File: src/rtl/instr_fetch_unit.sv
// In-order instruction fetch: PC generation, imem request/response tracking, fetch FIFO, redirect flush.
// Optional feature: define IFU_PERF_COUNTERS_EN to add the perf_fetched / perf_dropped counter outputs.
module instr_fetch_unit #(
    parameter logic [31:0] RESET_PC        = 32'h0000_0000,
    parameter int unsigned BUF_DEPTH       = 4,
    parameter int unsigned MAX_OUTSTANDING = 4
) (
    input  logic        clk,
    input  logic        reset,
    output logic        imem_req_valid,
    input  logic        imem_req_ready,
    output logic [31:0] imem_req_addr,
    input  logic        imem_resp_valid,
    input  logic [31:0] imem_resp_data,
    input  logic        redirect_valid,
    input  logic [31:0] redirect_pc,
    output logic        instr_valid,
    input  logic        instr_ready,
    output logic [31:0] instruction,
    output logic [31:0] instr_pc
`ifdef IFU_PERF_COUNTERS_EN
    ,
    output logic [31:0] perf_fetched,
    output logic [31:0] perf_dropped
`endif
);

    localparam int unsigned PW = $clog2(BUF_DEPTH);
    localparam int unsigned CW = $clog2(BUF_DEPTH + 1);
    localparam logic [CW:0]   DEPTH_C   = (CW + 1)'(BUF_DEPTH);
    localparam logic [CW-1:0] MAX_OUT_C = CW'(MAX_OUTSTANDING);
    localparam logic [31:0]   NOP_INSN  = 32'h0000_0013;

    typedef struct packed {
        logic [31:0] word;
        logic [31:0] pc;
    } fetch_entry_t;

    logic [31:0]   fetch_pc_q, fetch_pc_d;
    logic [CW-1:0] outstanding_q, outstanding_d;
    logic [CW-1:0] drop_cnt_q, drop_cnt_d;
    logic [CW-1:0] fifo_cnt_q, fifo_cnt_d;
    logic [PW-1:0] fifo_rd_q, fifo_rd_d;
    logic [PW-1:0] fifo_wr_q, fifo_wr_d;
    logic [PW-1:0] pcq_rd_q, pcq_rd_d;
    logic [PW-1:0] pcq_wr_q, pcq_wr_d;
    logic [31:0]   last_pc_q;

    fetch_entry_t  fifo_mem [BUF_DEPTH];
    logic [31:0]   pcq_mem  [BUF_DEPTH];

    logic [CW:0]   occupancy;
    logic          req_fire;
    logic          fifo_empty;
    logic          pop;
    logic          resp_drop;
    logic          push;
    fetch_entry_t  head;
    logic          unused_redirect_lsbs;

    assign unused_redirect_lsbs = ^redirect_pc[1:0];

    // Space is reserved at issue time, so every response that is kept always has a FIFO slot.
    assign occupancy      = {1'b0, fifo_cnt_q} + {1'b0, outstanding_q};
    assign imem_req_valid = !reset && !redirect_valid
                            && (occupancy < DEPTH_C) && (outstanding_q < MAX_OUT_C);
    assign imem_req_addr  = fetch_pc_q;
    assign req_fire       = imem_req_valid && imem_req_ready;

    assign fifo_empty  = (fifo_cnt_q == '0);
    assign head        = fifo_mem[fifo_rd_q];
    assign instr_valid = !reset && !redirect_valid && !fifo_empty;
    assign instruction = fifo_empty ? NOP_INSN : head.word;
    assign instr_pc    = fifo_empty ? last_pc_q : head.pc;
    assign pop         = instr_valid && instr_ready;

    assign resp_drop = imem_resp_valid && (redirect_valid || (drop_cnt_q != '0));
    assign push      = imem_resp_valid && !resp_drop;

    // NOTE: always_comb assigns every target a default first so no latch is inferred.
    always_comb begin
        fetch_pc_d    = fetch_pc_q;
        drop_cnt_d    = drop_cnt_q;
        fifo_rd_d     = fifo_rd_q;
        fifo_wr_d     = fifo_wr_q;
        pcq_rd_d      = pcq_rd_q;
        pcq_wr_d      = pcq_wr_q;
        outstanding_d = outstanding_q + CW'(req_fire) - CW'(imem_resp_valid);
        fifo_cnt_d    = fifo_cnt_q + CW'(push) - CW'(pop);

        if (req_fire) begin
            fetch_pc_d = fetch_pc_q + 32'd4;
            pcq_wr_d   = pcq_wr_q + PW'(1);
        end
        if (imem_resp_valid) begin
            pcq_rd_d = pcq_rd_q + PW'(1);
        end
        if (imem_resp_valid && (drop_cnt_q != '0)) begin
            drop_cnt_d = drop_cnt_q - CW'(1);
        end
        if (push) begin
            fifo_wr_d = fifo_wr_q + PW'(1);
        end
        if (pop) begin
            fifo_rd_d = fifo_rd_q + PW'(1);
        end

        // Redirect wins: everything still in flight becomes stale and is dropped on return.
        if (redirect_valid) begin
            fetch_pc_d = {redirect_pc[31:2], 2'b00};
            fifo_cnt_d = '0;
            fifo_rd_d  = '0;
            fifo_wr_d  = '0;
            drop_cnt_d = outstanding_q - CW'(imem_resp_valid);
        end
    end

    // NOTE: sequential state uses non-blocking assignments so all registers update together.
    always_ff @(posedge clk) begin
        if (reset) begin
            fetch_pc_q    <= RESET_PC;
            outstanding_q <= '0;
            drop_cnt_q    <= '0;
            fifo_cnt_q    <= '0;
            fifo_rd_q     <= '0;
            fifo_wr_q     <= '0;
            pcq_rd_q      <= '0;
            pcq_wr_q      <= '0;
            last_pc_q     <= '0;
        end else begin
            fetch_pc_q    <= fetch_pc_d;
            outstanding_q <= outstanding_d;
            drop_cnt_q    <= drop_cnt_d;
            fifo_cnt_q    <= fifo_cnt_d;
            fifo_rd_q     <= fifo_rd_d;
            fifo_wr_q     <= fifo_wr_d;
            pcq_rd_q      <= pcq_rd_d;
            pcq_wr_q      <= pcq_wr_d;
            last_pc_q     <= instr_pc;
        end
    end

    // NOTE: storage arrays are not reset; the pointers and counts alone decide what is valid.
    always_ff @(posedge clk) begin
        if (push) begin
            fifo_mem[fifo_wr_q] <= '{word: imem_resp_data, pc: pcq_mem[pcq_rd_q]};
        end
        if (req_fire) begin
            pcq_mem[pcq_wr_q] <= fetch_pc_q;
        end
    end

`ifdef IFU_PERF_COUNTERS_EN
    logic [31:0] perf_fetched_q;
    logic [31:0] perf_dropped_q;

    always_ff @(posedge clk) begin
        if (reset) begin
            perf_fetched_q <= '0;
            perf_dropped_q <= '0;
        end else begin
            perf_fetched_q <= perf_fetched_q + 32'(pop);
            perf_dropped_q <= perf_dropped_q + 32'(resp_drop)
                              + (redirect_valid ? 32'(fifo_cnt_q) : 32'd0);
        end
    end

    assign perf_fetched = perf_fetched_q;
    assign perf_dropped = perf_dropped_q;
`endif

    a_req_stable: assert property (@(posedge clk) disable iff (reset)
        (imem_req_valid && !imem_req_ready)
        |=> (redirect_valid || (imem_req_valid && $stable(imem_req_addr))));

    a_no_overflow: assert property (@(posedge clk) disable iff (reset)
        (push && !pop && !redirect_valid) |-> ({1'b0, fifo_cnt_q} < DEPTH_C));

endmodule
File: config.mk
export PLATFORM = sky130hd
export DESIGN_NAME = instr_fetch_unit
export DESIGN_NICKNAME = d
export VERILOG_FILES = /design/src/rtl/instr_fetch_unit.sv
export SDC_FILE = /design/constraint.sdc
export NUM_CORES = 1
export LEC_CHECK = 0
export ABC_AREA = 1
export CAP_MARGIN = 0
export CORE_UTILIZATION = 57
export DETAILED_ROUTE_END_ITERATION = 10
export DONT_BUFFER_PORTS = 1
export PLACE_DENSITY_LB_ADDON = 0.3
export SYNTH_ARGS = -nofsm -noshare
export SYNTH_HDL_FRONTEND = slang
export SYNTH_SLANG_ARGS = --single-unit
File: constraint.sdc
create_clock -name clk -period 4.3 [get_ports clk]
set_input_delay 1.075 -clock clk [delete_from_list [all_inputs] [get_ports clk]]
set_output_delay 1.075 -clock clk [all_outputs]
set_load 0.005 [all_outputs]
======== Yosys cells after proc, flatten, opt, wreduce, memory -nomap -nowiden ========
Memory sizes are Yosys's and may differ from the RTL's. A register that Yosys moved wholly into a read port is not among the register bits.
Cells that the tools add are included.
storage, ports and cells
  flip-flop bits (word level) ............. 81
  latch bits .............................. 0
  memory bits (writable) .................. 384
  memory bits (read-only) ................. 0
  bits of input ports ..................... 70
  word-level logic and storage cells ...... 59
  memories kept ........................... 2
cells by class
  $add $sub $neg .......................... 12
  $mul .................................... 0
  div/mod/pow operators ................... 0
  $lt $le $gt $ge ......................... 2
  equality and inequality tests ........... 0
  shifts and indexed selects .............. 0
  muxes and demuxes ....................... 14
  bitwise logic cells ..................... 0
  reduce and logical (&&, ||, !) cells .... 19
memory list
  name      words  bits a word  rd ports  clocked after Yosys merged registers in  write ports  line  source
  fifo_mem  4      64           1         1                                        1            49    fetch_entry_t fifo_mem [BUF_DEPTH];
  pcq_mem   4      32           1         1                                        1            50    logic [31:0] pcq_mem [BUF_DEPTH];
operators with widths
  kind                                                        number
  2-to-1 mux 32 bit                                           4
  adder 32 x 3 -> 32 bit, second input constant               1
  logical AND 1 bit                                           9
  subtractor 3 x 1 -> 3 bit                                   3
  adder 2 x 1 -> 2 bit, second input constant                 4
  2-to-1 mux 2 bit                                            4
  adder 3 x 1 -> 3 bit                                        2
  2-to-1 mux 3 bit                                            2
  adder 3 x 3 -> 4 bit                                        1
  logical NOT 1 bit                                           4
  less-than comparator 4 x 3 -> 1 bit, second input constant  1
  2-to-1 mux 1 bit                                            4
  nonzero test 2 bit                                          2
  logical NOT 3 bit                                           1
  less-than comparator 3 bit, second input constant           1
  nonzero test 3 bit                                          1
  subtractor 3 x 1 -> 3 bit, second input constant            1
  OR reduction 2 bit                                          1
  logical OR 1 bit                                            1

======== Depth between registers and ports, before layout ========
Gate-level depths: netlist (run 1).
  word-level depth ........................ 7
  mapped depth ............................ 12

======== Least setup slack after synthesis (run 1) ========
OpenSTA, ideal clock, no wires.
  path kind ............................... in2reg
  start point ............................. input port redirect_valid
  end point ............................... memory fifo_mem[0][10] (netlist bit), enable pin
  setup time .............................. 0.482 ns
  arrival ................................. 3.989 ns
  data required time ...................... 3.818 ns
  slack ................................... -0.171 ns
  stages .................................. 4
  buffers on the path ..................... 1
  cells stage by stage .................... buf_6 -> nor2_1 -> inv_1 -> nor2_1
between the ends
  cells in the longest elaborated chain, start to end .. 6
ends and longest elaborated chain
  what                                    line  source
  start: declaration                      15    input logic redirect_valid,
  logical OR 1 bit                        77    assign resp_drop = imem_resp_valid && (redirect_valid || (drop_cnt_q != '0));
  logical AND 1 bit                       77
  logical NOT 1 bit                       78    assign push = imem_resp_valid && !resp_drop;
  logical AND 1 bit                       78
  2-to-1 mux 1 bit                        145   if (push) begin
  2-to-1 mux 1 bit (implied by the code)  146   fifo_mem[fifo_wr_q] <= '{word: imem_resp_data, pc: pcq_mem[pcq_rd_q]};
  end: declaration                        49
Every way passes these cells.

==> flow_metrics.tcl, run 1 <==
set metrics [dict create \
    power_w 0.009312 \
    status "finished clean" \
    startpoint_type "register" \
    arrival_ns 2.76 \
    grt_pass1_wl_um 59600 \
    ys_seq_area_frac 0.6937 \
    cts.sinks 451 \
    row_count 65 \
    slowest_delay_ns 0.77 \
    synth_area_sq_mm 0.01833 \
    switching_power_w 0.002002 \
    post-route-drc-count 0 \
    path_buf_inv 1 \
    drive_above_1_share 0.06513 \
    die_h_um 181.3 \
    mostFrequentLayoutCell "edfxtp_1" \
    cts_hold_buffers 0 \
    grt_max_degree 87 \
    h-tree-depth 2 \
    final_core_util 0.6383 \
    power.share.clock 0.410 \
    io_pins 168 \
    cts_tree "built" \
    maxSlewHeadroom 0.3599 \
    placedCellCount 2010 \
    synth_cell_types 40 \
    grt_overflow_total 0 \
    coreArea_sq_mm 0.03156 \
    postLayoutCellArea_sq_mm 0.02014 \
    cts_root_buf "clkbuf_16" \
    drt_iter0_drc 942 \
    async_reset_ff_frac 0 \
    worst_slew_pin_slew_ns 0.9591 \
    gp_congestion 0.8641 \
    syn_area_per_cell_sq_um 10.94 \
    critical_path.top_delay_family "buffers and inverters" \
    grt_setup_unrepaired "false" \
    grt_pass1_vias 11350 \
    clockBufferDepth 3 \
    path_class "register to output port" \
    ir_drop_mv 0.3159 \
    fmaxAchievable_mhz 261.1 \
    syn_to_final_growth_pct 9.914 \
    p_seq_frac 0.535 \
    antenna_left 0 \
    dpl.hpwl_um 22060 \
    crit_chain "buf_4 > nor2_1 > o311ai_0" \
    power.internal_w 0.007310 \
    slew_viol_final 0 \
    synth_edf_count 368 \
    syn_inst 1675 \
    period_share 0.8909 \
    setup_violations 0 \
    synth_warnings 0 \
    fillers 2380 \
    p_comb_frac 0.055 \
    critical_path.max_fanout 86 \
    endpoint_kind "output port" \
    final.min_clock_period_ns 3.831 \
    swShare 0.2150 \
    vias 11920 \
    grtUsageTotal 0.2305 \
    final_cells 2091 \
    cts.clk_slew.worst_paths_ns 0.06 \
    synth_top_flop_cell "edfxtp_1" \
    powerDensity_mw_per_mm2 462.3 \
    start_util 0.5807 \
    required_ns 3.22 \
    p_leak_nw 7.093 \
    cts_resized 0 \
    cap_viol_max_count 0 \
    post-cts-setup-buffer-count 0 \
    antenna_found_initial 0 \
    clk-insertion-delay-late_ns 0.54 \
    dpl_cell_area_sq_mm 0.01869 \
    antenna_cells 0 \
    finalHoldViolations 0 \
    layout_common_cells "edfxtp_1, nor2_1, nand2_1" \
    port_buffers 0 \
    fin_nets 1745 \
    hold_class "register to register" \
    die-area_sq_mm 0.03287 \
    finalClockSkew_ns 0.01466 \
    synth-seq-cells 451 \
    first_pass_iters 6 \
    cts_buffers 44 \
    die_x_um 181.3 \
    cp_slowest_cell "buf_4" \
    routed_wl_um 38020 \
    wire_per_inst_um 18.18 \
    via_per_inst 5.699 \
]
[cells in the mapped netlist (all sizes together) (3+ instances only)]
cell / instances / area (sq um)
o21bai: 4 / 30.03
nor2: 328 / 1260
dfxtp: 83 / 1662
xor2: 6 / 52.55
edfxtp: 368 / 11050
nand2: 265 / 1007
o311ai: 3 / 26.28
nand3: 47 / 235.2
inv: 87 / 326.6
o22ai: 60 / 375.4
xnor2: 4 / 35.03
a21oi: 96 / 480.5
o21ai: 196 / 980.9
ha: 19 / 237.7
clkbuf: 50 / 187.7
buf: 38 / 207.7
nor3: 4 / 31.28
[per-layer routing]
metal	wire, um	track usage	vias up	part of all wire
met5	0	0	-	0
li1	-	-	5754	-
met1	16150	0.3006	5731	0.42
met2	18290	0.3869	382	0.48
met4	591	0.06203	0	0.016
met3	2988	0.05543	49	0.079
[worst min-delay path, delay by kind of cell (launching register included)]
| family | cells | cell delay, ns |
|---|---|---|
| buffers and inverters | 1 | 0.06 |
| flip-flops | 1 | 0.29 |
| AND/OR/NAND/NOR | 1 | 0.05 |
[cell type report]
type / count / area, sq um / share of cell area
Clock buffer: 58 / 1195 / 0.05932
Clock inverter: 23 / 252.7 / 0.01255
Sequential cell: 451 / 12720 / 0.6314
Timing Repair Buffer: 20 / 212.7 / 0.01056
Inverter: 89 / 335.3 / 0.01665
Multi-Input combinational cell: 1048 / 4926 / 0.2446
Tap cell: 402 / 503.0 / 0.02497
[power by group through the flow]
stage	logic (W)	registers [W]	clock network (W)
6_report	0.000511	0.00499	0.00382
5_1_grt	0.000577	0.00500	0.00405
4_1_cts	0.000516	0.00498	0.00386
3_5_place_dp	0.000513	0.00508	0
3_3_place_gp	0.000492	0.00507	0
2_1_floorplan	0.000393	0.00505	0
[flip-flops by register name (all words and copies together), names as in the netlist, named ones only]
name and flops:
outstanding_q 3, pcq_wr_q 2, last_pc_q 32, pcq_rd_q 2, drop_cnt_q 3, fifo_wr_q 2, fifo_mem 248, fifo_rd_q 2
fifo_cnt_q 3, imem_req_addr 30, pcq_mem 120
[kinds of logic after synthesis]
kind of cell / share of synthesized area
and+or+nand+nor: 0.1401
adders and majority gates: 0.01516
other: 0.0002046
xor gates and xnor gates: 0.004779
DFF: 0.6937
AOI/OAI and AO/OA: 0.1062
buffers and inverters: 0.03987
[per-stage QoR]
step | TNS (ns) | hold WS [ns] | worst slack, ns
2_1_floorplan | -42.38 | 0.4133 | -0.1709
6_report | 0 | 0.4477 | 0.4693
3_5_place_dp | 0 | 0.4363 | 1.039
3_3_place_gp | 0 | 0.4308 | 1.077
4_1_cts | 0 | 0.4486 | 0.4748
5_1_grt | 0 | 0.4760 | 0.3015
[worst paths after layout]
path                  from                to  slack, ns  cells past startpoint
max               register    instruction[4]       0.47                      3
min           last_pc_q[0]      last_pc_q[0]       0.45                      2
max reg2reg  fifo_cnt_q[1]  outstanding_q[2]       1.58                     11
min reg2reg   last_pc_q[0]      last_pc_q[0]       0.45                      2
Power figures use the tool's default switching activity.
==> run 2, diff against run 1 <==
--- a/config.mk
+++ b/config.mk
@@ -7,9 +7,11 @@
 export LEC_CHECK = 0
 export ABC_AREA = 1
 export CAP_MARGIN = 0
-export CORE_UTILIZATION = 57
+export CORE_UTILIZATION = 35
+export CTS_BUF_LIST = sky130_fd_sc_hd__clkbuf_8
 export DETAILED_ROUTE_END_ITERATION = 10
 export DONT_BUFFER_PORTS = 1
+export GPL_ROUTABILITY_DRIVEN = 0
 export PLACE_DENSITY_LB_ADDON = 0.3
 export SYNTH_ARGS = -nofsm -noshare
 export SYNTH_HDL_FRONTEND = slang
==> flow_metrics.tcl, run 2 (same netlist as run 1, synthesis figures left out) <==
set metrics [dict create \
    cts_resized 0 \
    antenna_found_initial 0 \
    setup_ws_ns 0.6191 \
    top_register "fifo_mem" \
    row_count 83 \
    swShare 0.2356 \
    die_x_um 230.8 \
    required_ns 3.22 \
    cts_buffers 79 \
    wire_per_inst_um 17.69 \
    switching_power_w 0.002207 \
    p_seq_frac 0.533 \
    arrival_ns 2.61 \
    first_pass_iters 5 \
    clockBufferDepth 3 \
    maxSlewHeadroom 0.4175 \
    largest_reg_flops 248 \
    mostFrequentLayoutCell "edfxtp_1" \
    port_buffers 0 \
    path_class "register to output port" \
    powerDensity_mw_per_mm2 454.5 \
    grt_setup_unrepaired "false" \
    setup-tns-final_ns 0 \
    ir_drop_mv 0.1941 \
    cts_hold_buffers 0 \
    coreArea_sq_mm 0.05151 \
    slew_viol_final 0 \
    antenna_left 0 \
    grt_pass1_wl_um 66250 \
    p_leak_nw 7.289 \
    cts.clk_slew.worst_paths_ns 0.06 \
    dpl.hpwl_um 25520 \
    fin_nets 1784 \
    hold_class "register to register" \
    routed_wl_um 43150 \
    status "finished clean" \
    worst_slew_pin_slew_ns 0.8728 \
    placedCellCount 2292 \
    die_h_um 230.8 \
    clk-insertion-delay-late_ns 0.63 \
    p_comb_frac 0.056 \
    start_util 0.3558 \
    fmaxAchievable_mhz 271.7 \
    grt_max_degree 65 \
    drt_iter0_drc 647 \
    largestRegisters "fifo_mem: 248 flops, pcq_mem: 120 flops, last_pc_q: 32 flops" \
    io_pins 168 \
    syn_to_final_growth_pct 12.49 \
    finalHoldViolations 0 \
    die-area_sq_mm 0.05328 \
    cts_tree "built" \
    critical_path.max_fanout 52 \
    final_core_util 0.4002 \
    via_per_inst 4.927 \
    cap_viol_max_count 0 \
    final_cells 2439 \
    grt_pass1_vias 11770 \
    drive_above_1_share 0.08869 \
    power.share.clock 0.411 \
    whs_ns 0.4564 \
    dpl_worst_slack_ns 1.254 \
    setup_violations 0 \
    layout_common_cells "edfxtp_1, nor2_1, nand2_1" \
    power.internal_w 0.007162 \
    endpoint_kind "output port" \
    antenna_cells 0 \
    cts_root_buf "clkbuf_8" \
    period_share 0.8560 \
    cts.sinks 451 \
    grt_overflow_total 0 \
    finalClockSkew_ns 0.01652 \
    vias 12020 \
    final.min_clock_period_ns 3.681 \
    h-tree-depth 3 \
    post-cts-setup-buffer-count 0 \
    grtUsageTotal 0.1619 \
    post-route-drc-count 0 \
    startpoint_type "register" \
]
-- run 2: cell count changes in the layout (fill, tap and decap cells not counted) --
cell | previous run | this run
buf_4 | 15 | 20
inv_1 | 82 | 104
inv_6 | 3 | 1
clkinv_1 | 7 | 20
clkbuf_8 | 2 | 84
clkinv_4 | 1 | 0
clkbuf_1 | 11 | 0
clkbuf_16 | 45 | 0
clkinv_2 | 7 | 15
buf_12 | 5 | 4
-- run 2: per-stage QoR --
step,total power [W],area (sq um)
global placement,0.005595,19060
finish,0.009369,20610
detailed placement,0.005617,19060
CTS,0.009505,20610
floorplan,0.005442,18330
global route,0.009751,20610
-- run 2: routing by layer --
metal / share of wire / up-vias / GRT usage
met5: 0 / - / 0
met4: 0.021 / 0 / 0.05339
met3: 0.065 / 73 / 0.04298
met2: 0.48 / 352 / 0.2730
met1: 0.43 / 5741 / 0.2004
li1: - / 5852 / -
-- run 2: worst paths after layout --
path                            cells past startpoint        endpoint           from  slack, ns
worst min-delay path                                1     pcq_rd_q[1]    pcq_rd_q[1]       0.46
worst max-delay path                                3  instruction[1]       register       0.62
worst min register to register                      1     pcq_rd_q[1]    pcq_rd_q[1]       0.46
worst max register to register                     11   fifo_cnt_q[2]  fifo_cnt_q[1]       1.35
-- run 2: cell type report --
type                            instances  area (sq um)
Clock buffer                           84          1156
Multi-Input combinational cell       1048          4926
Fill cell                            4980         30900
Clock inverter                         63         397.9
Sequential cell                       451         12720
Timing Repair Buffer                   24         230.2
Inverter                               89         335.3
Tap cell                              680         850.8
-- run 2: power by group through the flow --
stage | Clock (W) | Sequential (W) | Combinational (W)
after global routing | 0.00414 | 0.00501 | 0.000604
final | 0.00385 | 0.00499 | 0.000524
after CTS | 0.00398 | 0.00499 | 0.000535
after detailed placement | 0 | 0.00508 | 0.000534
after global placement | 0 | 0.00508 | 0.000517
after floorplan | 0 | 0.00505 | 0.000393
-- run 2: critical path: stages, from the launching register on --
cell and delay (ns):
dfxtp_4 0.61, buf_4 0.56, nor2_1 0.10, o311ai_0 0.66
==> run 3, diff against run 2 <==
--- a/config.mk
+++ b/config.mk
@@ -6,7 +6,9 @@
 export NUM_CORES = 1
 export LEC_CHECK = 0
 export ABC_AREA = 1
+export ABC_CLOCK_PERIOD_IN_PS = 3100
 export CAP_MARGIN = 0
+export CORE_MARGIN = 5
 export CORE_UTILIZATION = 35
 export CTS_BUF_LIST = sky130_fd_sc_hd__clkbuf_8
 export DETAILED_ROUTE_END_ITERATION = 10
==> constraint.sdc (replaced) <==
create_clock -name clk -period 3.1 [get_ports clk]
set_input_delay 0.775 -clock clk [delete_from_list [all_inputs] [get_ports clk]]
set_output_delay 0.775 -clock clk [all_outputs]
set_load 0.005 [all_outputs]
==> flow_metrics.tcl, run 3 (same netlist as run 1, synthesis figures left out) <==
set metrics [dict create \
    status "finished clean" \
    powerDensity_mw_per_mm2 607.4 \
    maxSlewHeadroom 0.4796 \
    grtUsageMet2 0.2442 \
    min-delay-start "imem_resp_data[15]" \
    syn_to_final_growth_pct 12.84 \
    die_h_um 238.8 \
    drt_iter0_drc 789 \
    final_cells 2439 \
    startpoint_type "register" \
    largestRegisters "fifo_mem: 248 flops, pcq_mem: 120 flops, last_pc_q: 32 flops" \
    grt_pass1_vias 11700 \
    finalHoldViolations 0 \
    antenna_found_initial 0 \
    timing.critical_path.mode_cell "nand2_1" \
    fin_nets 1791 \
    slew_viol_final 0 \
    endpoint_kind "output port" \
    antenna_left 0 \
    dpl.hpwl_um 25980 \
    routed_wl_um 44020 \
    dpl_worst_slack_ns 0.5279 \
    ir_drop_mv 0.2688 \
    cp_slowest_cell "buf_6" \
    reg2reg_from "outstanding_q[2]" \
    period_share 0.9518 \
    whs_ns 0.2369 \
    cap_viol_max_count 0 \
    wire_per_inst_um 18.05 \
    setup_ws_ns 0.1495 \
    port_buffers 0 \
    setup_violations 0 \
    fmaxAchievable_mhz 338.9 \
    start_util 0.3550 \
    mostFrequentLayoutCell "edfxtp_1" \
    grt_setup_unrepaired "true" \
    first_pass_iters 6 \
    cts_tree "built" \
    fillers 4920 \
    largest_reg_flops 248 \
    critical_path.max_fanout 33 \
    power_w 0.01256 \
    met1_usage 0.1891 \
    path_class "register to output port" \
    grt_max_degree 125 \
    grtUsageTotal 0.1489 \
    busiest_layer "met2" \
    clk-insertion-delay-late_ns 0.64 \
    cts_root_buf "clkbuf_8" \
    cts_buffers 77 \
    clockBufferDepth 3 \
    crit_chain "buf_4 > buf_6 > o21ai_0 > o22ai_1 > nand2_1 > nand2_1" \
    vias 12050 \
    grt_pass1_wl_um 66810 \
    finalClockSkew_ns 0.02763 \
    io_pins 168 \
    cts.clk_slew.worst_paths_ns 0.06 \
    hold_class "input pin to register" \
    slowest_delay_ns 0.36 \
    die-area_sq_mm 0.05703 \
    die_x_um 238.8 \
    met3_usage 0.04626 \
    cts.sinks 451 \
    coreArea_sq_mm 0.05161 \
    worst_slew_pin_slew_ns 0.7798 \
    post-route-drc-count 0 \
    via_per_inst 4.942 \
    top_register "fifo_mem" \
    antenna_cells 0 \
    p_leak_nw 7.308 \
    placedCellCount 2300 \
    layout_common_cells "edfxtp_1, nor2_1, nand2_1" \
    drive_above_1_share 0.08812 \
    h-tree-depth 3 \
    grt_overflow_total 0 \
    final.min_clock_period_ns 2.950 \
    arrival_ns 2.18 \
    required_ns 2.32 \
    row_count 83 \
]
-- run 3: final cells by class --
type                            count  area, sq um  share of cell area
Clock buffer                       80         1101             0.05325
Clock inverter                     58        306.5             0.01482
Inverter                           89        342.8             0.01658
Multi-Input combinational cell   1048         4926              0.2382
Sequential cell                   451        12720              0.6150
Tap cell                          680        850.8             0.04114
Timing Repair Buffer               33        434.2             0.02100
-- run 3: per-layer routing --
metal,share of wire,wire (um)
met2,0.47,20720
met4,0.022,951
met3,0.084,3684
met5,0,0
met1,0.42,18660
-- run 3: final timing paths --
kind / slack [ns] / cells after the start / end
worst max-delay path: 0.15 / 6 / instr_pc[4]
worst min-delay path: 0.24 / 0 / fifo_mem[2][47]
worst min register to register: 0.45 / 2 / last_pc_q[0]
worst max register to register: 0.69 / 11 / outstanding_q[2]
-- run 3: where the power goes --
| part | internal (W) | switching (W) |
|---|---|---|
| clock network | 0.00256 | 0.00234 |
| registers | 0.00679 | 0.000132 |
| logic | 0.000225 | 0.000517 |
| total | 0.00958 | 0.00298 |
-- run 3: worst max-delay path: cells and delay by family (launching register included) --
kind | cells | cell delay [ns]
AO/OA/AOI/OAI | 2 | 0.30
AND/OR/NAND/NOR | 2 | 0.24
buffers and inverters | 2 | 0.69
flip-flops | 1 | 0.33
-- run 3: per-stage QoR --
| step | area, sq um | utilization | TNS [ns] |
|---|---|---|---|
| after floorplan | 18340 | - | -24.57 |
| after global placement | 19220 | 0.3724 | 0 |
| after detailed placement | 19220 | 0.3724 | 0 |
| after CTS | 20640 | 0.3999 | 0 |
| after global routing | 20680 | 0.4006 | -0.04394 |
| final | 20680 | 0.4006 | 0 |
-- run 3: what timing repair did --
action                     4_1_cts  5_1_grt
cloned                           0        1
buffers inserted                 0        0
setup endpoints to repair        2       15
resized for setup                2        5
hold buffers                     0        0
